$ cat src/rtl/spi_router_pkg.sv
// Shared helpers for the SPI channel router: address/payload width
// derivation and the response-entry layout {channel address, payload}.
package spi_router_pkg;

    function automatic int f_abits(input int n);
        return $clog2(n);
    endfunction

    function automatic int f_pbits(input int nbits, input int n);
        return nbits - f_abits(n);
    endfunction

    localparam int DEF_NBITS    = 32;
    localparam int DEF_CHANNELS = 4;
    localparam int DEF_ABITS    = f_abits(DEF_CHANNELS);
    localparam int DEF_PBITS    = f_pbits(DEF_NBITS, DEF_CHANNELS);

    // Upstream response word as seen by the minion adapter.
    typedef struct packed {
        logic [DEF_ABITS-1:0] addr;
        logic [DEF_PBITS-1:0] payload;
    } resp_entry_t;

endpackage

$ cat src/rtl/spi_router_rr_arbiter.sv
// Round-robin arbiter: one-hot grant among i_req when i_en is high.
// Ports: i_clk, i_rst_n (async, active-low), i_en, i_req[N], o_gnt[N].
module spi_router_rr_arbiter
    import spi_router_pkg::*;
#(
    parameter int num_channels = 4
) (
    input  logic                    i_clk,
    input  logic                    i_rst_n,
    input  logic                    i_en,
    input  logic [num_channels-1:0] i_req,
    output logic [num_channels-1:0] o_gnt
);

    localparam int abits = f_abits(num_channels);

    // r_ptr is the highest-priority channel for the next grant.
    logic [abits-1:0] r_ptr;
    logic [abits-1:0] w_idx;
    logic [abits-1:0] w_gidx;
    logic             w_found;

    // Scan from r_ptr upward; abits-wide addition wraps modulo N.
    always_comb begin
        o_gnt   = '0;
        w_found = 1'b0;
        w_gidx  = r_ptr;
        w_idx   = r_ptr;
        for (int k = 0; k < num_channels; k++) begin
            w_idx = r_ptr + abits'(k);
            if (!w_found && i_en && i_req[w_idx]) begin
                w_found = 1'b1;
                w_gidx  = w_idx;
            end
        end
        if (w_found) begin
            o_gnt[w_gidx] = 1'b1;
        end
    end

    always_ff @(posedge i_clk or negedge i_rst_n) begin
        if (!i_rst_n) begin
            r_ptr <= '0;
        end else if (w_found) begin
            r_ptr <= w_gidx + abits'(1);
        end
    end

endmodule

$ cat src/rtl/spi_channel_router.sv
// Routes SPI minion requests to N channels (or per-channel loop buffers)
// and merges channel responses upstream through a round-robin arbiter
// into a one-entry output register.
// Ports: clk, reset (async active-low), loopthrough_sel[N],
//   upstream_req_*/upstream_resp_* (val/rdy, nbits),
//   downstream_req_*/downstream_resp_* (val/rdy per channel, pbits each).
// Option: SPI_CHANNEL_ROUTER_PARITY_EN adds registered resp_parity.
module spi_channel_router
    import spi_router_pkg::*;
#(
    parameter int nbits        = 32,
    parameter int num_channels = 4,
    localparam int abits       = f_abits(num_channels),
    localparam int pbits       = f_pbits(nbits, num_channels)
) (
    input  logic                          clk,
    input  logic                          reset,
    input  logic [num_channels-1:0]       loopthrough_sel,
    input  logic                          upstream_req_val,
    input  logic [nbits-1:0]              upstream_req_msg,
    output logic                          upstream_req_rdy,
    output logic                          upstream_resp_val,
    output logic [nbits-1:0]              upstream_resp_msg,
    input  logic                          upstream_resp_rdy,
    output logic [num_channels-1:0]       downstream_req_val,
    output logic [num_channels*pbits-1:0] downstream_req_msg,
    input  logic [num_channels-1:0]       downstream_req_rdy,
    input  logic [num_channels-1:0]       downstream_resp_val,
    input  logic [num_channels*pbits-1:0] downstream_resp_msg,
    output logic [num_channels-1:0]       downstream_resp_rdy
`ifdef SPI_CHANNEL_ROUTER_PARITY_EN
    ,
    output logic                          resp_parity
`endif
);

    logic [abits-1:0]                   w_addr;
    logic [pbits-1:0]                   w_payload;
    logic                               w_req_fire;
    logic                               w_lb_wr;
    logic                               w_load;
    logic [num_channels-1:0]            w_src_val;
    logic [num_channels-1:0][pbits-1:0] w_src_data;
    logic [num_channels-1:0]            w_gnt;
    logic [abits-1:0]                   w_gidx;
    logic [pbits-1:0]                   w_gdata;
    logic [nbits-1:0]                   w_entry;

    logic [num_channels-1:0]            r_lb_full;
    logic [num_channels-1:0][pbits-1:0] r_lb_data;
    logic                               r_out_full;
    logic [nbits-1:0]                   r_out_msg;

    assign w_addr    = upstream_req_msg[nbits-1 -: abits];
    assign w_payload = upstream_req_msg[pbits-1:0];

    always_comb begin
        downstream_req_val         = '0;
        downstream_req_val[w_addr] = upstream_req_val
                                   & ~loopthrough_sel[w_addr];
    end

    // Payload is broadcast; only the addressed channel sees val.
    assign downstream_req_msg = {num_channels{w_payload}};

    assign upstream_req_rdy = loopthrough_sel[w_addr]
                            ? ~r_lb_full[w_addr]
                            : downstream_req_rdy[w_addr];

    assign w_req_fire = upstream_req_val & upstream_req_rdy;
    assign w_lb_wr    = w_req_fire & loopthrough_sel[w_addr];

    // Output register may take a new entry when empty or draining now.
    assign w_load = ~r_out_full | upstream_resp_rdy;

    // A full loop buffer always wins over live responses on its channel,
    // so it drains even after loopthrough_sel drops.
    always_comb begin
        w_src_val  = '0;
        w_src_data = '0;
        for (int i = 0; i < num_channels; i++) begin
            w_src_val[i]  = r_lb_full[i]
                          | (~loopthrough_sel[i] & downstream_resp_val[i]);
            w_src_data[i] = r_lb_full[i]
                          ? r_lb_data[i]
                          : downstream_resp_msg[i*pbits +: pbits];
        end
    end

    spi_router_rr_arbiter #(
        .num_channels (num_channels)
    ) u_arb (
        .i_clk   (clk),
        .i_rst_n (reset),
        .i_en    (w_load),
        .i_req   (w_src_val),
        .o_gnt   (w_gnt)
    );

    // Accept a live response only when it is the granted source.
    always_comb begin
        downstream_resp_rdy = '0;
        for (int i = 0; i < num_channels; i++) begin
            downstream_resp_rdy[i] = w_gnt[i]
                                   & ~r_lb_full[i]
                                   & ~loopthrough_sel[i];
        end
    end

    always_comb begin
        w_gidx  = '0;
        w_gdata = '0;
        for (int i = 0; i < num_channels; i++) begin
            if (w_gnt[i]) begin
                w_gidx  = abits'(i);
                w_gdata = w_src_data[i];
            end
        end
    end

    assign w_entry = {w_gidx, w_gdata};

    // Write and drain never hit the same channel in one cycle: a write
    // needs the buffer empty, a drain needs it full.
    always_ff @(posedge clk or negedge reset) begin
        if (!reset) begin
            r_lb_full <= '0;
            r_lb_data <= '0;
        end else begin
            for (int i = 0; i < num_channels; i++) begin
                if (w_lb_wr && (w_addr == abits'(i))) begin
                    r_lb_full[i] <= 1'b1;
                    r_lb_data[i] <= w_payload;
                end else if (w_gnt[i] && r_lb_full[i]) begin
                    r_lb_full[i] <= 1'b0;
                end
            end
        end
    end

    always_ff @(posedge clk or negedge reset) begin
        if (!reset) begin
            r_out_full <= 1'b0;
            r_out_msg  <= '0;
        end else if (w_load) begin
            r_out_full <= |w_gnt;
            if (|w_gnt) begin
                r_out_msg <= w_entry;
            end
        end
    end

    assign upstream_resp_val = r_out_full;
    assign upstream_resp_msg = r_out_msg;

`ifdef SPI_CHANNEL_ROUTER_PARITY_EN
    logic r_parity;

    always_ff @(posedge clk or negedge reset) begin
        if (!reset) begin
            r_parity <= 1'b0;
        end else if (w_load && (|w_gnt)) begin
            r_parity <= ^w_entry;
        end
    end

    assign resp_parity = r_parity;
`endif

endmodule

$ cat config.mk
export PLATFORM = sky130hd
export DESIGN_NAME = spi_channel_router
export DESIGN_NICKNAME = d
export VERILOG_FILES = /design/src/rtl/spi_router_pkg.sv /design/src/rtl/spi_router_rr_arbiter.sv /design/src/rtl/spi_channel_router.sv
export SDC_FILE = /design/constraint.sdc
export NUM_CORES = 1
export LEC_CHECK = 0
export CORE_MARGIN = 2
export CORE_UTILIZATION = 41
export DETAILED_ROUTE_END_ITERATION = 6
export PLACE_DENSITY = 0.82
export SLEW_MARGIN = 5
export SYNTH_ARGS = -nofsm -noshare
export SYNTH_HDL_FRONTEND = slang
export SYNTH_SLANG_ARGS = --single-unit
$ cat constraint.sdc
create_clock -name clk -period 3.8 [get_ports clk]
set_input_delay 0.76 -clock clk [delete_from_list [all_inputs] [get_ports clk]]
set_output_delay 0.76 -clock clk [all_outputs]
set_load 0.05 [all_outputs]
==> results.json <==
{
  "crit_type": "in -> out",
  "p_leak_nw": 5.38,
  "critPathMaxStageDelay_ns": 0.40,
  "grt_max_degree": 71,
  "fin_ws_ns": 0.0224,
  "min_period_ns": 3.78,
  "first_global_vias": 7640,
  "viasPerCell": 5.47,
  "hpwl_um": 19600,
  "synth_compound_area_share_pct": 13.5,
  "crit_buf_inv": 3,
  "clock_path_buffers": 2,
  "slew_headroom_pct": 49.4,
  "async_flop_share_pct": 100,
  "timing.hold.ws_ns": 0.235,
  "end_kind": "output pin",
  "setup_violations": 0,
  "dieWidth_um": 154,
  "numClockSinks": 159,
  "cp_max_fo": 3,
  "core-area_sq_um": 22400,
  "design_area_sq_um": 13100,
  "slowest_stage": "clkdlybuf4s50_1",
  "cpLargestDelayFamily": "simple AND/OR/NAND/NOR gates",
  "post-route-period-util_pct": 99.4,
  "status": "finished clean",
  "cts-root-buf": "clkbuf_16",
  "power_density_nw_per_um2": 776,
  "gp_congestion": 0.911,
  "cts.clk_slew.worst_paths_ns": 0.07,
  "netlist_area_sq_um": 9280,
  "drv_slew": 0,
  "synthXorXnorAreaFrac_pct": 0,
  "start_util_pct": 41.4,
  "dieArea_sq_um": 23900,
  "wl_per_cell_um": 20.5,
  "rows": 55,
  "syn-num-nets": 1002,
  "grt_pass1_wl_um": 42400,
  "worstPathCellList": "clkdlybuf4s50_1 -> nor2b_2 -> buf_4 -> nor4_2 -> o211ai_1 -> a211o_1 -> nand3_4 -> ha_4 -> nand2_4 -> nor3_4 -> buf_12",
  "yosysSeqAreaShare_pct": 42.9,
  "die_h_um": 154,
  "finalHoldViolCount": 0,
  "crit_arrival_ns": 3.02,
  "place_ws_ns": -0.0994,
  "syn_area_per_cell_sq_um": 11.2,
  "worst_pin_slew_ns": 0.751,
  "vias": 7422,
  "worst_clock_skew_ns": 0.0105,
  "gr-usage-all-layers_pct": 22.7,
  "num_antenna_cells": 0,
  "antenna_found_initial": 0,
  "tritoncts": "yes",
  "drv_cap": 0,
  "areaGrowthSynthToFinish_pct": 41.2,
  "start_kind": "primary input",
  "n_fill_cell": 1847,
  "htreeDepth": 4,
  "ir_drop_v": 0.000307,
  "ys.flop_type": "dfrtp_1",
  "cts_buffers": 17,
  "wirelength_um": 27800,
  "tns_ns": 0,
  "num-nets-final": 1232,
  "portBuffers": 329,
  "overflow": 0,
  "hold_buffers": 0,
  "io_pins": 330,
  "drive_gt1_share_pct": 27.3,
  "hold_class": "in -> async",
  "synth_top_family_by_area": "multiplexers",
  "synthAdderAreaFrac_pct": 0.539,
  "detail-route-antenna-nets": 0,
  "synth-edff-count": 0,
  "dpl_cell_area_sq_um": 12300,
  "fmax_ghz": 0.265,
  "synth_cells": 830,
  "utilization_pct": 58.4,
  "firstDrtPassIters": 5,
  "synth.ff_latch_count": 159,
  "yosys.area_share.simple_pct": 6.12,
  "yosysUniqueCellTypes": 46,
  "route.detailed.drc": 0,
  "required_ns": 3.04,
  "muxShareOfSynthArea_pct": 23.9,
  "yosys_warnings": 0,
  "clk_latency_ns": 0.42,
  "drtIter0Drc": 379
}
[synth_stat cells, types with 3 or more instances]
master | n | area [sq um]
a21oi_1 | 60 | 300
nand3_1 | 4 | 20.0
o211ai_1 | 4 | 30.0
buf_12 | 3 | 60.1
mux2_4 | 29 | 435
nand2_1 | 20 | 75.1
a211oi_1 | 26 | 195
ha_1 | 4 | 50.1
nor3_1 | 6 | 30.0
nor2b_1 | 32 | 200
nor4_1 | 4 | 25.0
mux2i_1 | 30 | 300
a221oi_1 | 30 | 263
inv_1 | 4 | 15.0
mux2_2 | 125 | 1410
buf_2 | 13 | 65.1
o21ai_0 | 19 | 95.1
nor2_1 | 36 | 135
buf_4 | 120 | 901
buf_1 | 8 | 30.0
dfrtp_1 | 159 | 3980
clkbuf_1 | 32 | 120
a22oi_1 | 27 | 203
a2bb2oi_1 | 4 | 35.0
a21o_1 | 5 | 37.5
[where the power goes]
group	leakage [nW]	switching [mW]	internal (mW)	total [mW]
registers	1.92	0.609	2.55	3.16
logic	3.18	2.86	2.40	5.27
clock network	0.283	0.740	1.00	1.74
total	5.38	4.21	5.96	10.2
[placed cells by master (no fill, tap or decap), drive strengths merged, types with 4 or more instances in the layout]
cell,netlist,layout
a211oi,26,26
dfrtp,159,159
clkbuf,32,19
mux2,154,154
a22oi,27,27
nor2,36,36
a21oi,60,60
inv,4,10
nor3,6,6
a221oi,30,30
nor4,4,4
a21o,5,5
mux2i,30,30
nand2,20,20
clkdlybuf4s50,0,319
nor2b,32,32
o211ai,4,4
ha,4,4
buf,146,67
o21ai,19,19
a2bb2oi,4,4
nand3,4,4
[path summary, 6_finish.rpt]
kind	startpoint	to	slack [ns]	cells after the start
max	downstream_resp_val[2]	downstream_resp_rdy[1]	0.02	11
max in group asynchronous	reset	r_lb_data[10]$_DFFE_PN0P_	2.53	2
min	reset	r_lb_data[27]$_DFFE_PN0P_	0.24	1
max reg2reg	r_lb_full[3]$_DFFE_PN0P_	upstream_resp_msg[24]$_DFFE_PN0P_	0.61	14
min in group clk	upstream_resp_msg[24]$_DFFE_PN0P_	upstream_resp_msg[24]$_DFFE_PN0P_	0.49	2
min reg2reg	upstream_resp_msg[24]$_DFFE_PN0P_	upstream_resp_msg[24]$_DFFE_PN0P_	0.49	2
[metrics by stage]
| stage | cells | power, mW |
|---|---|---|
| after floorplan | 830 | 6.46 |
| after global placement | 1321 | 8.07 |
| after detailed placement | 1321 | 8.22 |
| after CTS | 1356 | 10.0 |
| after global routing | 1358 | 10.7 |
| final | 1358 | 10.2 |
[kinds of logic (layout without fill, tap and decap cells)]
group | Yosys count | count (layout)
mux | 187 | 187
simple gates | 112 | 112
compound gates | 186 | 186
fa+ha+maj | 4 | 4
buf+inv | 182 | 425
flops | 159 | 159
[layer usage]
| layer | part of all wire, % | global-route usage [%] |
|---|---|---|
| met4 | 1.8 | 6.83 |
| met2 | 49 | 37.8 |
| met3 | 6.3 | 4.20 |
| met5 | 0 | 0 |
| met1 | 43 | 30.2 |
[state kept, by name, summed over array words and instances (netlist names)]
name	cells
upstream_resp_msg	32
r_lb_full	4
u_arb.r_ptr	2
r_lb_data	120
upstream_resp_val	1
[layout make-up]
type,count,area (sq um),area share (%)
multi-input combinational,489,4330,33.0
sequential,159,3980,30.4
timing repair buffer,389,3830,29.2
clock buffer,19,443,3.38
tap,285,357,2.72
clock inverter,13,151,1.16
inverter,4,15.0,0.115
[worst reg2reg max path: cells and delay by family, from the launching register on]
kind / cells / cell delay (ns)
adders and majority gates: 1 / 0.19
buffers and inverters: 4 / 0.55
and+or+nand+nor: 2 / 0.23
DFF: 1 / 0.66
AOI/OAI and AO/OA: 7 / 1.42
[repair_timing]
item	4_1_cts	5_1_grt
setup buffers	3	2
gates resized for setup	8	29
pin swaps	3	11
endpoints found under the hold margin	0	0
endpoints found under the setup margin	4	4
(Power assumes the default switching activity.)
